===== config.mk =====
export PLATFORM = sky130hd
export DESIGN_NAME = dcache_line_mover_flat
export DESIGN_NICKNAME = d
export VERILOG_FILES = /design/src/rtl/dcache_line_mover_if.sv /design/src/rtl/dcache_line_mover.sv /design/src/flat_wrapper.sv
export SDC_FILE = /design/constraint.sdc
export NUM_CORES = 1
export LEC_CHECK = 0
export BUFFER_PORTS_ARGS = -buffer_cell sky130_fd_sc_hd__buf_2
export CORE_UTILIZATION = 37
export CTS_CLUSTER_DIAMETER = 80
export DETAILED_ROUTE_END_ITERATION = 10
export PLACE_DENSITY = 0.78
export SKIP_LAST_GASP = 1
export SLEW_MARGIN = 20
export SYNTH_ARGS = -nofsm -noshare
export SYNTH_HDL_FRONTEND = slang
export SYNTH_SLANG_ARGS = --single-unit

===== constraint.sdc =====
create_clock -name clk -period 1.8 [get_ports clk]
set_input_delay 0 -clock clk [delete_from_list [all_inputs] [get_ports clk]]
set_output_delay 0 -clock clk [all_outputs]
set_load 0.02 [all_outputs]

===== src/rtl/dcache_line_mover_if.sv =====
// Bus bundle for the data-cache line mover.
// The master view belongs to the engine: it issues memory read requests,
// drives memory write beats and drives the way SRAM ports. The slave view is
// the surrounding environment (command source, memory and SRAM).
interface dcache_line_mover_if #(
    parameter int ADDR_WIDTH     = 9,
    parameter int DATA_WIDTH     = 32,
    parameter int BE_WIDTH       = 4,
    parameter int LINE_WORDS     = 8,
    parameter int MEM_ADDR_WIDTH = 32
);
    localparam int IDX_WIDTH = ADDR_WIDTH - $clog2(LINE_WORDS);

    // command channel
    logic                      cmd_valid;
    logic                      cmd_ready;
    logic                      cmd_wb;
    logic [IDX_WIDTH-1:0]      cmd_index;
    logic [MEM_ADDR_WIDTH-1:0] cmd_mem_addr;
    logic                      busy;
    logic                      done;

    // memory read request and returned beats
    logic                      mem_rreq_valid;
    logic                      mem_rreq_ready;
    logic [MEM_ADDR_WIDTH-1:0] mem_rreq_addr;
    logic                      mem_rdata_valid;
    logic [DATA_WIDTH-1:0]     mem_rdata;

    // memory write channel
    logic                      mem_wvalid;
    logic                      mem_wready;
    logic [MEM_ADDR_WIDTH-1:0] mem_waddr;
    logic [DATA_WIDTH-1:0]     mem_wdata;
    logic                      mem_wlast;

    // way SRAM ports
    logic                      sram_wr_en;
    logic [ADDR_WIDTH-1:0]     sram_wr_addr;
    logic [DATA_WIDTH-1:0]     sram_wr_data;
    logic [BE_WIDTH-1:0]       sram_wr_byte_en;
    logic [ADDR_WIDTH-1:0]     sram_rd_addr;
    logic [DATA_WIDTH-1:0]     sram_rd_data;

    modport master (
        input  cmd_valid, cmd_wb, cmd_index, cmd_mem_addr,
        output cmd_ready, busy, done,
        output mem_rreq_valid, mem_rreq_addr,
        input  mem_rreq_ready, mem_rdata_valid, mem_rdata,
        output mem_wvalid, mem_waddr, mem_wdata, mem_wlast,
        input  mem_wready,
        output sram_wr_en, sram_wr_addr, sram_wr_data, sram_wr_byte_en, sram_rd_addr,
        input  sram_rd_data
    );

    modport slave (
        output cmd_valid, cmd_wb, cmd_index, cmd_mem_addr,
        input  cmd_ready, busy, done,
        input  mem_rreq_valid, mem_rreq_addr,
        output mem_rreq_ready, mem_rdata_valid, mem_rdata,
        input  mem_wvalid, mem_waddr, mem_wdata, mem_wlast,
        output mem_wready,
        input  sram_wr_en, sram_wr_addr, sram_wr_data, sram_wr_byte_en, sram_rd_addr,
        output sram_rd_data
    );
endinterface


===== src/rtl/dcache_line_mover.sv =====
// Line-transfer engine in front of the data-cache way SRAM.
// Refill: one burst read request, each returned beat written to the SRAM one
// cycle later. Writeback: the line is streamed from the SRAM read port to the
// memory write channel at one beat per cycle, holding steady under backpressure.
module dcache_line_mover #(
    parameter int ADDR_WIDTH     = 9,
    parameter int DATA_WIDTH     = 32,
    parameter int BE_WIDTH       = 4,
    parameter int LINE_WORDS     = 8,
    parameter int MEM_ADDR_WIDTH = 32
) (
    input logic                  clk,
    input logic                  rst_n,
    dcache_line_mover_if.master  bus
);
    localparam int CNT_WIDTH = $clog2(LINE_WORDS);
    localparam int IDX_WIDTH = ADDR_WIDTH - CNT_WIDTH;
    localparam logic [CNT_WIDTH-1:0] LAST_WORD = CNT_WIDTH'(LINE_WORDS - 1);

    typedef enum logic [2:0] {
        IDLE,
        RF_REQ,
        RF_DATA,
        WB_PRIME,
        WB_DATA,
        DONE
    } state_t;

    state_t                    state_reg, state_next;
    logic [CNT_WIDTH-1:0]      word_cnt_reg, word_cnt_next;
    logic [IDX_WIDTH-1:0]      index_reg, index_next;
    logic [MEM_ADDR_WIDTH-1:0] addr_reg, addr_next;
    logic                      beat_valid_reg, beat_valid_next;
    logic [DATA_WIDTH-1:0]     beat_data_reg, beat_data_next;

    logic                      rf_write;
    logic                      rf_last_write;
    logic                      wb_fire;
    logic [CNT_WIDTH-1:0]      rd_word_next;

    // A registered beat is written the very next cycle; beats only get
    // registered in RF_DATA, so no extra state qualification is needed.
    assign rf_write      = beat_valid_reg;
    assign rf_last_write = rf_write && (word_cnt_reg == LAST_WORD);
    assign wb_fire       = (state_reg == WB_DATA) && bus.mem_wready;

    // Read address looks one word ahead on a handshake so the SRAM's
    // one-cycle latency never leaves a bubble; it holds while stalled.
    assign rd_word_next  = wb_fire ? (word_cnt_reg + CNT_WIDTH'(1)) : word_cnt_reg;

    // State and datapath registers; reset drops any line in flight.
    always_ff @(posedge clk or negedge rst_n) begin
        if (!rst_n) begin
            state_reg      <= IDLE;
            word_cnt_reg   <= '0;
            index_reg      <= '0;
            addr_reg       <= '0;
            beat_valid_reg <= 1'b0;
            beat_data_reg  <= '0;
        end else begin
            state_reg      <= state_next;
            word_cnt_reg   <= word_cnt_next;
            index_reg      <= index_next;
            addr_reg       <= addr_next;
            beat_valid_reg <= beat_valid_next;
            beat_data_reg  <= beat_data_next;
        end
    end

    // Next-state, command latching, word counting and beat capture.
    always_comb begin
        state_next      = state_reg;
        word_cnt_next   = word_cnt_reg;
        index_next      = index_reg;
        addr_next       = addr_reg;
        beat_valid_next = 1'b0;
        beat_data_next  = beat_data_reg;
        case (state_reg)
            IDLE: begin
                if (bus.cmd_valid) begin
                    index_next    = bus.cmd_index;
                    addr_next     = bus.cmd_mem_addr;
                    word_cnt_next = '0;
                    state_next    = bus.cmd_wb ? WB_PRIME : RF_REQ;
                end
            end
            RF_REQ: begin
                if (bus.mem_rreq_ready) begin
                    state_next = RF_DATA;
                end
            end
            RF_DATA: begin
                if (rf_write) begin
                    word_cnt_next = word_cnt_reg + CNT_WIDTH'(1);
                end
                if (rf_last_write) begin
                    state_next = DONE;
                end
                // A beat arriving alongside the final write would be past
                // the end of the line, so it is not captured.
                if (bus.mem_rdata_valid && !rf_last_write) begin
                    beat_valid_next = 1'b1;
                    beat_data_next  = bus.mem_rdata;
                end
            end
            WB_PRIME: begin
                state_next = WB_DATA;
            end
            WB_DATA: begin
                if (wb_fire) begin
                    word_cnt_next = word_cnt_reg + CNT_WIDTH'(1);
                    if (word_cnt_reg == LAST_WORD) begin
                        state_next = DONE;
                    end
                end
            end
            DONE: begin
                state_next = IDLE;
            end
            default: begin
                state_next = IDLE;
            end
        endcase
    end

    assign bus.cmd_ready      = (state_reg == IDLE);
    assign bus.busy           = (state_reg != IDLE);
    assign bus.done           = (state_reg == DONE);

    assign bus.mem_rreq_valid = (state_reg == RF_REQ);
    assign bus.mem_rreq_addr  = addr_reg;

    assign bus.mem_wvalid     = (state_reg == WB_DATA);
    assign bus.mem_waddr      = addr_reg;
    assign bus.mem_wdata      = (state_reg == WB_DATA) ? bus.sram_rd_data : '0;
    assign bus.mem_wlast      = (state_reg == WB_DATA) && (word_cnt_reg == LAST_WORD);

    assign bus.sram_wr_en     = rf_write;
    assign bus.sram_wr_addr   = {index_reg, word_cnt_reg};
    assign bus.sram_wr_data   = beat_data_reg;
    assign bus.sram_rd_addr   = {index_reg, rd_word_next};

    // Every lane is enabled on a line write: the engine only moves whole words.
    genvar gi;
    generate
        for (gi = 0; gi < BE_WIDTH; gi++) begin : g_byte_en
            assign bus.sram_wr_byte_en[gi] = rf_write;
        end
    endgenerate

endmodule


===== src/flat_wrapper.sv =====
// flat-port wrapper written by rule: the top's interface ports become plain ports
module dcache_line_mover_flat 
#(
    parameter int ADDR_WIDTH     = 9,
    parameter int DATA_WIDTH     = 32,
    parameter int BE_WIDTH       = 4,
    parameter int LINE_WORDS     = 8,
    parameter int MEM_ADDR_WIDTH = 32
)
  (clk, rst_n, bus_cmd_valid, bus_cmd_wb, bus_cmd_index, bus_cmd_mem_addr, bus_cmd_ready, bus_busy, bus_done, bus_mem_rreq_valid, bus_mem_rreq_addr, bus_mem_rreq_ready, bus_mem_rdata_valid, bus_mem_rdata, bus_mem_wvalid, bus_mem_waddr, bus_mem_wdata, bus_mem_wlast, bus_mem_wready, bus_sram_wr_en, bus_sram_wr_addr, bus_sram_wr_data, bus_sram_wr_byte_en, bus_sram_rd_addr, bus_sram_rd_data);
  dcache_line_mover_if #(.ADDR_WIDTH(ADDR_WIDTH), .DATA_WIDTH(DATA_WIDTH), .BE_WIDTH(BE_WIDTH), .LINE_WORDS(LINE_WORDS), .MEM_ADDR_WIDTH(MEM_ADDR_WIDTH)) bus_i ();
  input logic clk;
  input logic rst_n;
  input wire logic [$bits(bus_i.cmd_valid)-1:0] bus_cmd_valid;
  input wire logic [$bits(bus_i.cmd_wb)-1:0] bus_cmd_wb;
  input wire logic [$bits(bus_i.cmd_index)-1:0] bus_cmd_index;
  input wire logic [$bits(bus_i.cmd_mem_addr)-1:0] bus_cmd_mem_addr;
  output wire logic [$bits(bus_i.cmd_ready)-1:0] bus_cmd_ready;
  output wire logic [$bits(bus_i.busy)-1:0] bus_busy;
  output wire logic [$bits(bus_i.done)-1:0] bus_done;
  output wire logic [$bits(bus_i.mem_rreq_valid)-1:0] bus_mem_rreq_valid;
  output wire logic [$bits(bus_i.mem_rreq_addr)-1:0] bus_mem_rreq_addr;
  input wire logic [$bits(bus_i.mem_rreq_ready)-1:0] bus_mem_rreq_ready;
  input wire logic [$bits(bus_i.mem_rdata_valid)-1:0] bus_mem_rdata_valid;
  input wire logic [$bits(bus_i.mem_rdata)-1:0] bus_mem_rdata;
  output wire logic [$bits(bus_i.mem_wvalid)-1:0] bus_mem_wvalid;
  output wire logic [$bits(bus_i.mem_waddr)-1:0] bus_mem_waddr;
  output wire logic [$bits(bus_i.mem_wdata)-1:0] bus_mem_wdata;
  output wire logic [$bits(bus_i.mem_wlast)-1:0] bus_mem_wlast;
  input wire logic [$bits(bus_i.mem_wready)-1:0] bus_mem_wready;
  output wire logic [$bits(bus_i.sram_wr_en)-1:0] bus_sram_wr_en;
  output wire logic [$bits(bus_i.sram_wr_addr)-1:0] bus_sram_wr_addr;
  output wire logic [$bits(bus_i.sram_wr_data)-1:0] bus_sram_wr_data;
  output wire logic [$bits(bus_i.sram_wr_byte_en)-1:0] bus_sram_wr_byte_en;
  output wire logic [$bits(bus_i.sram_rd_addr)-1:0] bus_sram_rd_addr;
  input wire logic [$bits(bus_i.sram_rd_data)-1:0] bus_sram_rd_data;
  assign bus_i.cmd_valid = bus_cmd_valid;
  assign bus_i.cmd_wb = bus_cmd_wb;
  assign bus_i.cmd_index = bus_cmd_index;
  assign bus_i.cmd_mem_addr = bus_cmd_mem_addr;
  assign bus_cmd_ready = bus_i.cmd_ready;
  assign bus_busy = bus_i.busy;
  assign bus_done = bus_i.done;
  assign bus_mem_rreq_valid = bus_i.mem_rreq_valid;
  assign bus_mem_rreq_addr = bus_i.mem_rreq_addr;
  assign bus_i.mem_rreq_ready = bus_mem_rreq_ready;
  assign bus_i.mem_rdata_valid = bus_mem_rdata_valid;
  assign bus_i.mem_rdata = bus_mem_rdata;
  assign bus_mem_wvalid = bus_i.mem_wvalid;
  assign bus_mem_waddr = bus_i.mem_waddr;
  assign bus_mem_wdata = bus_i.mem_wdata;
  assign bus_mem_wlast = bus_i.mem_wlast;
  assign bus_i.mem_wready = bus_mem_wready;
  assign bus_sram_wr_en = bus_i.sram_wr_en;
  assign bus_sram_wr_addr = bus_i.sram_wr_addr;
  assign bus_sram_wr_data = bus_i.sram_wr_data;
  assign bus_sram_wr_byte_en = bus_i.sram_wr_byte_en;
  assign bus_sram_rd_addr = bus_i.sram_rd_addr;
  assign bus_i.sram_rd_data = bus_sram_rd_data;
  dcache_line_mover #(.ADDR_WIDTH(ADDR_WIDTH), .DATA_WIDTH(DATA_WIDTH), .BE_WIDTH(BE_WIDTH), .LINE_WORDS(LINE_WORDS), .MEM_ADDR_WIDTH(MEM_ADDR_WIDTH)) u_core (.clk(clk), .rst_n(rst_n), .bus(bus_i));
endmodule

==> metrics.csv <==
stage;metric;value;unit
clocking;htree_levels;3;
worst_setup_path;start_kind;flop;
placed_design;postPlaceCellArea;4980;µm²
floorplan;die_area;10500;µm²
clocking;insertion_delay;0.34;ns
worst_setup_path;r2r-start;u_core.word_cnt_reg[1];
synthesis;synth-seq-area-share;0.516;
timing;holdWs;0.125;ns
worst_setup_path;critPathRequiredTime;2.03;ns
worst_hold_path;min_to;u_core.state_reg[1];
final_layout;final_common_cell;buf_2;
floorplan;num_rows;36;
worst_setup_path;path_delay_family;flip-flops;
worst_setup_path;r2r_setup_slack;-0.07;ns
global_routing;track_usage;0.206;
drt;wl_per_cell;16.1;µm
worst_setup_path;worst_r2r_path_depth;6;
worst_hold_path;hold_path.class;in2reg;
clocking;cts-buffers-inserted;9;
drt;dr.pass1.iters;4;
global_routing;gr-usage-met3;0.0520;
worst_setup_path;cpPeakStageDelay;0.43;ns
synthesis;netlist-cell-type-count;31;
timing;post-route-period-util;1.04;
global_routing;grt_use_met1;0.193;
timing;maxSlewHeadroom;0.669;
synthesis;ys_ff_latch;77;
timing;fin_tns_setup;-1.41;ns
floorplan;die_y;102;µm
synthesis;synth_area_per_cell;13.9;µm²
timing;period_needed;1.87;ns
outcome;failed_checks;setup timing;
worst_setup_path;endpoint_kind;flop;
worst_setup_path;worstPathMaxFanout;17;
worst_hold_path;min_from;bus_cmd_valid;
timing;finalSetupViolCount;32;
global_routing;grt-ovfl-total;0;
floorplan;start_util;0.382;
worst_setup_path;cp_common_cell;ha_4;
power_and_ir_drop;ir_drop;0.000951;V
floorplan;io_pins;266;
drt;wl;11.5;mm
clocking;clkTransAtPathRegs;0.09;ns
final_layout;syn2layout_area_growth;59.3;%
worst_setup_path;critPathKind;reg2reg;
synthesis;ys_warn_count;0;
power_and_ir_drop;power.density;1770;nW/µm²
worst_setup_path;timing.rr.end;u_core.bus.sram_wr_data[31];
drt;drt-vias-per-instance;4.55;
timing;finClkSkew;0.0142;ns
global_routing;use_met2;0.406;
worst_hold_path;min_path_cells;3;
power_and_ir_drop;p_leak;3.23;nW
timing;slew_viol_final;0;
power_and_ir_drop;p_total;10.5;mW
clocking;root_buffer;clkbuf_8;
timing;hold_viol;0;
timing;rsz0062_at_grt;true;
outcome;status;finished, violations left;
worst_setup_path;cp_num_cells;6;
drt;ant_nets;0;
drt;drt_iter0_drc;58;
worst_setup_path;crit_chain;ha_4 -> ha_4 -> a21oi_2 -> and4b_2 -> buf_12 -> mux2_2;
final_layout;fin_nets;684;
floorplan;core_area;9770;µm²
placed_design;gp_congestion;1.02;
synthesis;syn_inst;269;
worst_setup_path;crit_arrival;2.10;ns
timing;setup_slack;-0.0693;ns
placed_design;dp_hpwl;7.98;mm
final_layout;stdcell_area;5950;µm²
final_layout;final_cell_mix;buf_2 (264), dfrtp_1 (73), dlygate4sd3_1 (72);
global_routing;grt_max_degree;40;
timing;max_freq;0.535;GHz
global_routing;grt_pass1_vias;3153;
global_routing;grt_pass1_wl;16.0;mm
clocking;clock-sinks;77;
drt;dr_total_vias;3241;
drt;drc;0;
synthesis;syn_area;3730;µm²
worst_setup_path;cp_num_buf_inv;1;
final_layout;instances_no_fill;712;
synthesis;syn_nets;380;
flow_run;drv_cap;0;
worst_setup_path;crit_start;u_core.word_cnt_reg[1];
clocking;cts_buffer_depth;2;
worst_setup_path;crit_slowest_cell;dfrtp_2;
clocking;cts_tree;built;
timing;worst_pin_slew;0.496;ns
placed_design;numPortBuffers;265;
floorplan;die_x;102;µm
global_routing;grt_busiest_layer;met2;
global_routing;antenna_found_initial;1;
final_layout;drive_above_1_share;0.659;
placed_design;numPlacedInstances;621;
==> metal layers <==
| layer | share of wire | vias up |
|---|---|---|
| met5 | 0 | - |
| met4 | 0.032 | 0 |
| met3 | 0.064 | 23 |
| met2 | 0.56 | 176 |
| met1 | 0.34 | 1541 |
| li1 | - | 1501 |
==> worst max path at each step <==
stage / to / slack (ns)
after global routing: u_core.bus.sram_wr_data[31] / -0.13
after detailed placement: u_core.bus.sram_wr_data[31] / -0.09
after global placement: u_core.bus.sram_wr_data[31] / -0.06
after CTS: u_core.bus.sram_wr_data[31] / -0.09
final: u_core.bus.sram_wr_data[31] / -0.07
after floorplan: u_core.bus.sram_wr_data[10] / -0.05
==> where the power goes <==
group          internal, mW  total [mW]  switching [mW]
Combinational          2.61        5.93            3.33
Sequential             2.61        3.26           0.653
Clock                 0.682        1.31           0.633
==> repair_timing <==
| item | 4_1_cts | 5_1_grt |
|---|---|---|
| hold buffers | 72 | 0 |
| gates resized for setup | 1 | 3 |
| pin swaps | 0 | 0 |
| setup buffers | 0 | 1 |
| cloned | 0 | 1 |
| setup endpoints to repair | 61 | 69 |
| hold endpoints to repair | 109 | 0 |
==> cell type report <==
| cell class | count | area (µm²) |
|---|---|---|
| antenna | 1 | 2.50 |
| clock buffer | 11 | 141 |
| clock inverter | 5 | 60.1 |
| fill | 749 | 3830 |
| inverter | 2 | 7.51 |
| multi-input combinational | 131 | 1420 |
| sequential | 77 | 1930 |
| tap | 133 | 166 |
| timing repair buffer | 352 | 2220 |
==> synthesized netlist by cell type <==
cell | number | area share
nand3b_1 | 1 | 0.0020
a21oi_2 | 1 | 0.0023
nor3_1 | 1 | 0.0013
buf_2 | 1 | 0.0013
or2_2 | 1 | 0.0017
nor3_4 | 1 | 0.0044
buf_4 | 44 | 0.088
xnor2_1 | 1 | 0.0023
nor2_1 | 1 | 0.0010
buf_12 | 2 | 0.011
nand4bb_1 | 1 | 0.0030
dfrtp_1 | 77 | 0.52
ha_1 | 2 | 0.0067
and2_4 | 1 | 0.0023
a221o_1 | 1 | 0.0027
nor2b_1 | 2 | 0.0034
a221oi_1 | 1 | 0.0023
o21ai_0 | 1 | 0.0013
and4b_1 | 1 | 0.0027
and3_1 | 33 | 0.055
mux2_4 | 25 | 0.10
a22o_1 | 2 | 0.0047
buf_6 | 4 | 0.012
inv_1 | 2 | 0.0020
nor3b_1 | 2 | 0.0040
and3b_1 | 1 | 0.0023
a2bb2oi_1 | 1 | 0.0023
and2_1 | 1 | 0.0017
buf_8 | 1 | 0.0040
mux2_2 | 49 | 0.15
clkbuf_1 | 7 | 0.0070
==> kinds of logic after synthesis <==
kind of cell    count (synthesis)  synth area share
compound gates                  7            0.0158
xor+xnor                        1           0.00235
fa+ha+maj                       2           0.00670
buf+inv                        61             0.126
flops                          77             0.516
mux                            74             0.248
simple gates                   47            0.0851
==> tightest hold or removal path: stages <==
cell and delay (ns):
buf_2 0.10, a221oi_1 0.09, nor3_1 0.21
==> stage by stage <==
step / utilization / setup WS [ns]
2_1_floorplan: - / -0.0527
3_3_place_gp: 0.509 / -0.0631
3_5_place_dp: 0.509 / -0.0860
4_1_cts: 0.604 / -0.0874
5_1_grt: 0.608 / -0.128
6_report: 0.608 / -0.0693
No activity file was read; power rests on OpenSTA's default activity.
